### src/rtl/ws2812_tx_if.sv
// Pixel handshake between the blend stage (producer) and the WS2812 transmitter.
// The producer holds valid with a stable color until it sees a one-cycle ack.
interface ws2812_tx_if;
  logic [23:0] color;
  logic        valid;
  logic        ack;

  modport master (output color, output valid, input ack);
  modport slave  (input color, input valid, output ack);
endinterface

### src/rtl/ws2812_tx.sv
// WS2812 NRZ transmitter: captures {R,G,B} pixels, sends them G,R,B MSB-first,
// then holds the line low for the latch period and pulses frameDone.
module ws2812_tx #(
  parameter int BIT_CYCLES   = 20,
  parameter int T0H          = 6,
  parameter int T1H          = 13,
  parameter int RESET_CYCLES = 800,
  parameter int NUM_LEDS     = 64
) (
  input  logic        clk,
  input  logic        rst_n,
  ws2812_tx_if.slave  px,
  output logic        dout,
  output logic        busy,
  output logic        frameDone
);

  localparam int CMAX = (BIT_CYCLES > RESET_CYCLES) ? BIT_CYCLES : RESET_CYCLES;
  localparam int CW   = $clog2(CMAX + 1);
  localparam int PW   = (NUM_LEDS > 1) ? $clog2(NUM_LEDS) : 1;

  localparam logic [CW-1:0] BIT_LAST = CW'(BIT_CYCLES - 1);
  localparam logic [CW-1:0] RST_LAST = CW'(RESET_CYCLES - 1);
  localparam logic [CW-1:0] RST_SAT  = CW'(RESET_CYCLES);
  localparam logic [CW-1:0] T0H_C    = CW'(T0H);
  localparam logic [CW-1:0] T1H_C    = CW'(T1H);
  localparam logic [PW-1:0] PIX_LAST = PW'(NUM_LEDS - 1);

  typedef enum logic [1:0] {IDLE, SEND, LATCH} state_t;

  state_t        state_q, state_d;
  logic [23:0]   shift_q, shift_d;
  logic [4:0]    bit_cnt_q, bit_cnt_d;
  logic [CW-1:0] cyc_cnt_q, cyc_cnt_d;
  logic [PW-1:0] pix_cnt_q, pix_cnt_d;
  logic          dout_q, dout_d;
  logic          ack_q, ack_d;
  logic          fd_q, fd_d;

  logic [23:0]   grb;
  logic [CW-1:0] thigh;

  assign grb = {px.color[15:8], px.color[23:16], px.color[7:0]};

  always_comb begin
    state_d   = state_q;
    shift_d   = shift_q;
    bit_cnt_d = bit_cnt_q;
    cyc_cnt_d = cyc_cnt_q;
    pix_cnt_d = pix_cnt_q;
    ack_d     = 1'b0;
    fd_d      = 1'b0;

    unique case (state_q)
      IDLE: begin
        if (cyc_cnt_q != RST_SAT) cyc_cnt_d = cyc_cnt_q + 1'b1;
        if (px.valid) begin
          shift_d   = grb;
          ack_d     = 1'b1;
          bit_cnt_d = '0;
          cyc_cnt_d = '0;
          state_d   = SEND;
        end else if (pix_cnt_q != '0 && cyc_cnt_q == RST_LAST) begin
          // Producer underrun: the LEDs have already latched on their own.
          pix_cnt_d = '0;
          fd_d      = 1'b1;
        end
      end

      SEND: begin
        if (cyc_cnt_q == BIT_LAST) begin
          cyc_cnt_d = '0;
          shift_d   = {shift_q[22:0], 1'b0};
          if (bit_cnt_q == 5'd23) begin
            bit_cnt_d = '0;
            if (pix_cnt_q == PIX_LAST) begin
              pix_cnt_d = '0;
              state_d   = LATCH;
            end else begin
              pix_cnt_d = pix_cnt_q + 1'b1;
              // The only edge in SEND where valid is looked at, so the
              // producer's one-cycle valid tail after ack is ignored.
              if (px.valid) begin
                shift_d = grb;
                ack_d   = 1'b1;
              end else begin
                state_d = IDLE;
              end
            end
          end else begin
            bit_cnt_d = bit_cnt_q + 1'b1;
          end
        end else begin
          cyc_cnt_d = cyc_cnt_q + 1'b1;
        end
      end

      LATCH: begin
        if (cyc_cnt_q == RST_LAST) begin
          cyc_cnt_d = '0;
          fd_d      = 1'b1;
          state_d   = IDLE;
        end else begin
          cyc_cnt_d = cyc_cnt_q + 1'b1;
        end
      end

      default: state_d = IDLE;
    endcase
  end

  // Line level is derived from next-state values so dout rises on the capture edge.
  assign thigh  = shift_d[23] ? T1H_C : T0H_C;
  assign dout_d = (state_d == SEND) && (cyc_cnt_d < thigh);

  always_ff @(posedge clk or negedge rst_n) begin
    if (!rst_n) begin
      state_q   <= IDLE;
      shift_q   <= '0;
      bit_cnt_q <= '0;
      cyc_cnt_q <= '0;
      pix_cnt_q <= '0;
      dout_q    <= 1'b0;
      ack_q     <= 1'b0;
      fd_q      <= 1'b0;
    end else begin
      state_q   <= state_d;
      shift_q   <= shift_d;
      bit_cnt_q <= bit_cnt_d;
      cyc_cnt_q <= cyc_cnt_d;
      pix_cnt_q <= pix_cnt_d;
      dout_q    <= dout_d;
      ack_q     <= ack_d;
      fd_q      <= fd_d;
    end
  end

  assign px.ack    = ack_q;
  assign dout      = dout_q;
  assign frameDone = fd_q;
  assign busy      = (state_q != IDLE);

endmodule

### src/flat_wrapper.sv
// flat-port wrapper written by rule: the top's interface ports become plain ports
module ws2812_tx_flat 
#(
  parameter int BIT_CYCLES   = 20,
  parameter int T0H          = 6,
  parameter int T1H          = 13,
  parameter int RESET_CYCLES = 800,
  parameter int NUM_LEDS     = 64
)
  (clk, rst_n, dout, busy, frameDone, px_color, px_valid, px_ack);
  ws2812_tx_if px_i ();
  input  logic clk;
  input  logic rst_n;
  output logic dout;
  output logic busy;
  output logic frameDone;
  input wire logic [$bits(px_i.color)-1:0] px_color;
  input wire logic [$bits(px_i.valid)-1:0] px_valid;
  output wire logic [$bits(px_i.ack)-1:0] px_ack;
  assign px_i.color = px_color;
  assign px_i.valid = px_valid;
  assign px_ack = px_i.ack;
  ws2812_tx #(.BIT_CYCLES(BIT_CYCLES), .T0H(T0H), .T1H(T1H), .RESET_CYCLES(RESET_CYCLES), .NUM_LEDS(NUM_LEDS)) u_core (.clk(clk), .rst_n(rst_n), .px(px_i), .dout(dout), .busy(busy), .frameDone(frameDone));
endmodule
### config.mk
export PLATFORM = sky130hd
export DESIGN_NAME = ws2812_tx_flat
export DESIGN_NICKNAME = d
export VERILOG_FILES = /design/src/rtl/ws2812_tx_if.sv /design/src/rtl/ws2812_tx.sv /design/src/flat_wrapper.sv
export SDC_FILE = /design/constraint.sdc
export NUM_CORES = 1
export LEC_CHECK = 0
export ABC_AREA = 1
export CORE_MARGIN = 2
export CORE_UTILIZATION = 40
export DETAILED_ROUTE_END_ITERATION = 10
export PLACE_DENSITY = 0.67
export SYNTH_ARGS = -nofsm -noshare
export SYNTH_HDL_FRONTEND = slang
export SYNTH_SLANG_ARGS = --single-unit
### constraint.sdc
create_clock -name clk -period 2.97 [get_ports clk]
set_input_delay 0.594 -clock clk [delete_from_list [all_inputs] [get_ports clk]]
set_output_delay 0.594 -clock clk [all_outputs]
set_load 0.1 [all_outputs]
==> summary.md, run 1 <==
| Metric | Value |
|---|---|
| # nets final | `434` |
| WL per Instance | `13.43 um` |
| Overall via count from detail_route | `2626` |
| Pin count of the biggest net entering global routing | `51` |
| Initial detailed-routing violation count | `199` |
| PnR worst setup slack | `0.6248 ns` |
| Clock sink total | `50` |
| Hold WS | `0.3887 ns` |
| Share of total power in the clock network | `17.7%` |
| Clock buffer count from CTS | `5` |
| Number of different library cells in the post-synthesis netlist | `36` |
| Die area | `0.008003 mm^2` |
| Clock root buffer | `clkbuf_8` |
| Detailed-route DRC error count | `0` |
| Worst hold-check path type | `in2async` |
| Die boundary height | `89.46 um` |
| Number of inserted filler cells in the final layout | `701` |
| Crit Path Category | `reg2reg` |
| Sequential group share of total power | `46.7%` |
| Post-Syn Instances | `369` |
| Total wire length after detailed routing | `6713 um` |
| Synthesized netlist net count | `403` |
| Post-CTS Setup Bufs | `0` |
| Initial antenna violation count | `0` |
| Area share of the leading cell type in the synthesized netlist | `42.83%` |
| Critical path endpoint category | `flip-flop` |
| Dominant cells by area after synthesis | `dfrtp_1 43%, nand2_1 13%, a32oi_1 5.7%, inv_1 5.4%, nand3_1 5.3%` |
| Leakage dissipation | `1.627 nW` |
| Largest voltage drop on the vdd net | `0.2089 mV` |
| Total negative setup slack | `0 ns` |
| Worst setup SP type | `flip-flop` |
| Pre-Repair DR Iteration Count | `4` |
| Antenna viol nets, final | `0` |
| Number of H-tree levels | `2` |
| Non-Filler Instances | `500` |
| Maxcap violations | `0` |
| Slew Viols, Final | `0` |
| Hold-fix buffers, CTS | `0` |
| Worst Tran Pin Value | `0.6425 ns` |
| Setup repair after global routing missed its margin | `no` |
| Placed wire-length estimate | `4960 um` |
| Effective utilization at floorplan | `40.71%` |
| Setup violation total in the final timing report | `0` |
| Tot GR Track Use | `17.74%` |
| IO Pins | `31` |
| Clock Path Buffers | `2` |
| Combinational share of power | `35.6%` |
| Run status | `finished, final reports clean` |
| Number of buffers inserted by port buffering | `30` |
| Total number of yosys warnings | `0` |
| Final estimated routing congestion in global placement | `0.9021` |
| Endpoint required time on the critical path | `3.21 ns` |
| Pwr dens | `726.9 mW/mm^2` |
| Antenna cell count | `0` |
| Cell accounting for the most synthesized area | `dfrtp_1` |
| Max Clk Rate | `426.4 MHz` |
| Congestion Overflow GR | `0` |
| Final hold vios | `0` |
| Area of the core | `0.007176 mm^2` |
| Number of vias per cell after detailed routing | `5.252` |
| Number of placed instances with taps included | `492` |
| Register bit total from synthesis | `50` |
| Die Span X | `89.46 um` |
| Syn Area/Cell | `7.917 um^2` |
| Register area share after synthesis | `42.83%` |
| Min Tclk post-route | `2.345 ns` |
| Wire length of the first global-routing pass | `11210 um` |
| Switching power as a share of total power | `40.27%` |
| Clock tree skew after final layout | `0.008770 ns` |
| Portion of the clock cycle consumed by the worst path in the final layout | `78.96%` |
| Resized Gates After CTS | `0` |
| Slew HR | `57.16%` |
| Post-place setup slack | `0.3870 ns` |
| Largest fanout on the critical path | `7` |
| Row Count | `31` |
| Layout cells sized above 1 | `11.47%` |
| Area Overhead vs Synth | `16.10%` |
| Worst skew pair latency | `0.31 ns` |
| Net switching component of the power | `0.9930 mW` |
| Clock input transition at the sequential cells of the worst setup and hold paths | `0.10 ns` |
| Cell internal power dissipation | `1.473 mW` |
| Netlist area before placement | `0.002922 mm^2` |
| Arrival time at the worst endpoint | `2.58 ns` |
| CTS tree | `yes` |
| Number of global-route vias before repair | `2446` |
## logic make-up after synthesis
kind of cell	share of synthesized area, %
buffers and inverters	8.908
adder cells (fa/ha/maj)	2.998
AO/OA/AOI/OAI	13.06
XOR/XNOR	0.2998
flip-flops	42.83
AND/OR/NAND/NOR	31.91
## metal layers
layer	share of wire [%]	vias up	track usage (%)	wire, um
met5	0	-	0	0
met4	1.3	0	5.427	86
met3	3.4	12	2.585	228
met2	49	55	28.96	3284
met1	46	1263	24.39	3114
li1	-	1296	-	-
## cells in the final DEF, fill, tap and decap left out, drive strengths merged, types with 9 or more instances in the layout
cell	count
nor2	38
a32oi	19
clkdlybuf4s50	25
a21oi	11
nand2	111
nand4	10
inv	51
nand3	33
buf	9
o21ai	18
dfrtp	50
## per-stage QoR
stage,power [mW],util (%),cell area [um^2]
after CTS,2.472,47.27,3392
after global routing,2.663,47.27,3392
final,2.466,47.27,3392
after floorplan,1.788,-,2922
after global placement,2.002,45.89,3293
after detailed placement,2.036,45.89,3293
## sequential cells by signal (all words and copies together), names as in the netlist
register	cells
u_core.frameDone	1
u_core.state_q	2
u_core.pix_cnt_q	6
u_core.px.ack	1
u_core.dout	1
u_core.cyc_cnt_q	10
u_core.shift_q	24
u_core.bit_cnt_q	5
## Yosys cell counts
cell type    n
buf_2        6
nor2_4       3
nand3_1     31
o21ai_1      2
o41ai_1      1
a21oi_1     10
nand4_2      1
nor3_2       1
nor2_2       4
a21oi_2      1
ha_1         7
nand2_8      1
buf_6        3
inv_2        6
o221ai_1     1
nand4_1      9
xnor2_1      1
inv_4        2
nor2_8       2
clkbuf_1     1
nand2_1    104
inv_1       42
nand2_4      1
nand3_4      1
o311ai_1     1
nand2_2      5
dfrtp_1     50
o21ai_0     16
o311ai_0     1
nor2_1      29
o21bai_1     1
o32ai_1      1
nand3_2      1
a32oi_1     19
nor3_1       2
o211ai_1     2
## layout make-up
cell class	instances	area, um^2	share of cell area [%]
multi-input combinational	259	1410	41.57
sequential	50	1251	36.89
timing repair buffer	34	315.3	9.295
inverter	50	192.7	5.681
tap	99	123.9	3.652
clock buffer	6	82.58	2.435
clock inverter	2	16.27	0.4795
## path summary, 6_finish.rpt
path,depth (start not counted),slack [ns],start,endpoint
setup / recovery,14,0.62,u_core.cyc_cnt_q[0],u_core.dout
hold / removal,2,0.39,rst_n,u_core.cyc_cnt_q[6]
setup reg to reg,14,0.62,u_core.cyc_cnt_q[0],u_core.dout
hold reg to reg,2,0.49,u_core.shift_q[20],u_core.shift_q[20]
max in group asynchronous,2,2.16,rst_n,u_core.shift_q[22]
min in group clk,2,0.49,u_core.shift_q[20],u_core.shift_q[20]
## power groups by stage
stage | sequential (mW) | combinational [mW] | clock (mW)
6_report | 1.15 | 0.878 | 0.437
5_1_grt | 1.18 | 1.01 | 0.472
4_1_cts | 1.14 | 0.884 | 0.446
3_5_place_dp | 1.16 | 0.881 | 0
3_3_place_gp | 1.15 | 0.853 | 0
2_1_floorplan | 1.13 | 0.657 | 0
## critical path, stage by stage, from the launching register on
cell and delay, ns:
dfrtp_1 0.46, ha_1 0.30, nand3_1 0.16, nor2_1 0.12, nand2_1 0.07, nand2_2 0.11
nand3_4 0.12, a21oi_1 0.14, o21ai_0 0.11, ha_1 0.21, a21oi_1 0.12, nand3_1 0.09
nor2_1 0.10, nand2_1 0.07, a21oi_2 0.10
No activity file was read; power rests on OpenSTA's default activity.
==> run 2, diff against run 1 <==
Settings changed: PLACE_DENSITY 0.67 to 0.69.
Clock period 2.97 ns to 2.1 ns, I/O delays scaled along.
==> run 2 against run 1 <==
  * Global-route usage up 0.95 points
  * Register-to-register slack worse by 0.59 ns
  * Sequential share of layout area down 2.7 points
  * Utilization up 4.0 points
  * Non-clock buffer count up 25
  * Clock skew about the same
  * Worst hold slack worse by 0.32 ns
  * Clock power up 45%
  * Fmax up 14%
  * Sequential cell count unchanged
  * Critical path type unchanged
  * Largest power group unchanged
==> summary.md, run 2 (synthesized netlist as in run 1, its figures left out) <==
| Metric | Value |
|---|---|
| Run status | `finished, final reports clean` |
| Min Tclk post-route | `2.064 ns` |
| Die area | `0.008003 mm^2` |
| Final hold vios | `0` |
| CTS tree | `yes` |
| Final estimated routing congestion in global placement | `0.8998` |
| Tot GR Track Use | `18.68%` |
| Max Clk Rate | `484.4 MHz` |
| Top Registers | `u_core.shift_q x24, u_core.cyc_cnt_q x10, u_core.pix_cnt_q x6` |
| Number of H-tree levels | `2` |
| Worst hold-check path type | `in2async` |
| Clock sink total | `50` |
| Number of vias per cell after detailed routing | `5.145` |
| Register with the most flip-flops | `u_core.shift_q` |
| Post-place setup slack | `-0.1228 ns` |
| Total wire length after detailed routing | `7133 um` |
| Crit Path Category | `reg2reg` |
| Number of buffers inserted by port buffering | `30` |
| Setup repair after global routing missed its margin | `yes` |
| Worst setup SP type | `flip-flop` |
| Met2 track utilization from global routing | `29.43%` |
| Initial detailed-routing violation count | `205` |
| Hold-fix buffers, CTS | `0` |
| Overall via count from detail_route | `2701` |
| Worst skew pair latency | `0.32 ns` |
| Maxcap violations | `0` |
| Largest fanout on the critical path | `3` |
| Pin count of the biggest net entering global routing | `51` |
| Setup violation total in the final timing report | `0` |
| Worst Tran Pin Value | `0.3854 ns` |
| Pre-Repair DR Iteration Count | `5` |
| Slew Viols, Final | `0` |
| Antenna cell count | `0` |
| Clock input transition at the sequential cells of the worst setup and hold paths | `0.10 ns` |
| Placed wire-length estimate | `5153 um` |
| Worst reg2reg path startpoint | `u_core.cyc_cnt_q[1]` |
| Clock root buffer | `clkbuf_8` |
| Largest voltage drop on the vdd net | `0.2991 mV` |
| Effective utilization at floorplan | `40.71%` |
| WL per Instance | `13.59 um` |
| Leakage dissipation | `1.763 nW` |
| Share of the core filled with cells in the final layout | `51.23%` |
| IO Pins | `31` |
| Critical path endpoint category | `flip-flop` |
| Area of the core | `0.007176 mm^2` |
| Detailed-route DRC error count | `0` |
| Clock tree skew after final layout | `0.009123 ns` |
| Clock Path Buffers | `2` |
| Number of placed instances with taps included | `514` |
| Critical path launch point | `u_core.cyc_cnt_q[1]` |
| Die Span X | `89.46 um` |
| Most Crowded Layer GR | `met2` |
| Antenna viol nets, final | `0` |
| Arrival time at the worst endpoint | `2.31 ns` |
| Die boundary height | `89.46 um` |
| Area Overhead vs Synth | `25.82%` |
| Wire length of the first global-routing pass | `11620 um` |
| Non-Filler Instances | `525` |
| Number of global-route vias before repair | `2456` |
| Congestion Overflow GR | `0` |
| Layout cells sized above 1 | `19.48%` |
| Met3 layer usage reported by global route | `2.493%` |
| Slew HR | `74.11%` |
| Portion of the clock cycle consumed by the worst path in the final layout | `98.31%` |
| Initial antenna violation count | `0` |
| PnR worst setup slack | `0.03556 ns` |
| R2R depth | `14` |
| Pwr dens | `1004 mW/mm^2` |
| M1 GR Usage | `26.41%` |
| Largest register FFs | `24` |
| Endpoint required time on the critical path | `2.35 ns` |
| Commonest cells after routing, fill and taps aside | `102 x nand2_1, 47 x dfrtp_1, 42 x inv_1` |
| Row Count | `31` |
| Clock buffer count from CTS | `5` |
| Most common library cell in the layout ignoring fill and taps | `nand2_1` |
| # nets final | `459` |
run 2: worst paths after layout:
kind / slack, ns / endpoint
worst min register to register: 0.49 / u_core.shift_q[17]
worst max register to register: 0.04 / u_core.dout
worst min-delay path: 0.07 / u_core.shift_q[7]
min in group clk: 0.49 / u_core.shift_q[17]
max in group asynchronous: 1.76 / u_core.cyc_cnt_q[0]
worst max-delay path: 0.04 / u_core.dout
run 2: stage by stage:
step                      hold WS, ns  power (mW)  area (um^2)  setup TNS (ns)
after floorplan                0.1244       2.529         2922               0
after global placement         0.4306       2.946         3508         -0.1087
after detailed placement       0.4378       2.998         3508         -0.1228
after CTS                     0.08476       3.637         3607               0
after global routing          0.09988       3.995         3676        -0.07789
final                         0.06800       3.691         3676               0
run 2: layout make-up:
class                           count  area (um^2)
Inverter                           50        192.7
Sequential cell                    50         1255
Fill cell                         675         3500
Clock inverter                      2        16.27
Multi-Input combinational cell    259         1449
Tap cell                           99        123.9
Timing Repair Buffer               59        556.8
Clock buffer                        6        82.58
run 2: worst max-delay path, cell delays in order, from the launching register on:
cell     delay [ns]
dfrtp_1        0.43
buf_4          0.16
inv_1          0.09
ha_1           0.18
nand3_1        0.09
nor2_2         0.14
nand2_1        0.07
nand2_2        0.08
buf_4          0.11
inv_1          0.04
o21ai_2        0.15
ha_1           0.25
nand2_1        0.06
nand2_1        0.05
a21oi_2        0.10
run 2: where the power goes:
group	total (mW)	switching (mW)	internal, mW	leakage (nW)
Combinational	1.45	0.839	0.611	1.10
Clock	0.634	0.362	0.272	0.0478
Sequential	1.61	0.283	1.32	0.617
Total	3.69	1.48	2.21	1.76
run 2: timing repair:
action / CTS / global route
buffers inserted: 0 / 3
gates resized for setup: 0 / 16
endpoints found under the hold margin: 0 / 0
setup endpoints to repair: 0 / 25
run 2: layer usage:
metal | up-vias | part of all wire, %
met5 | - | 0
met4 | 0 | 1.9
met3 | 14 | 4.2
met2 | 73 | 47
met1 | 1269 | 46
li1 | 1345 | -
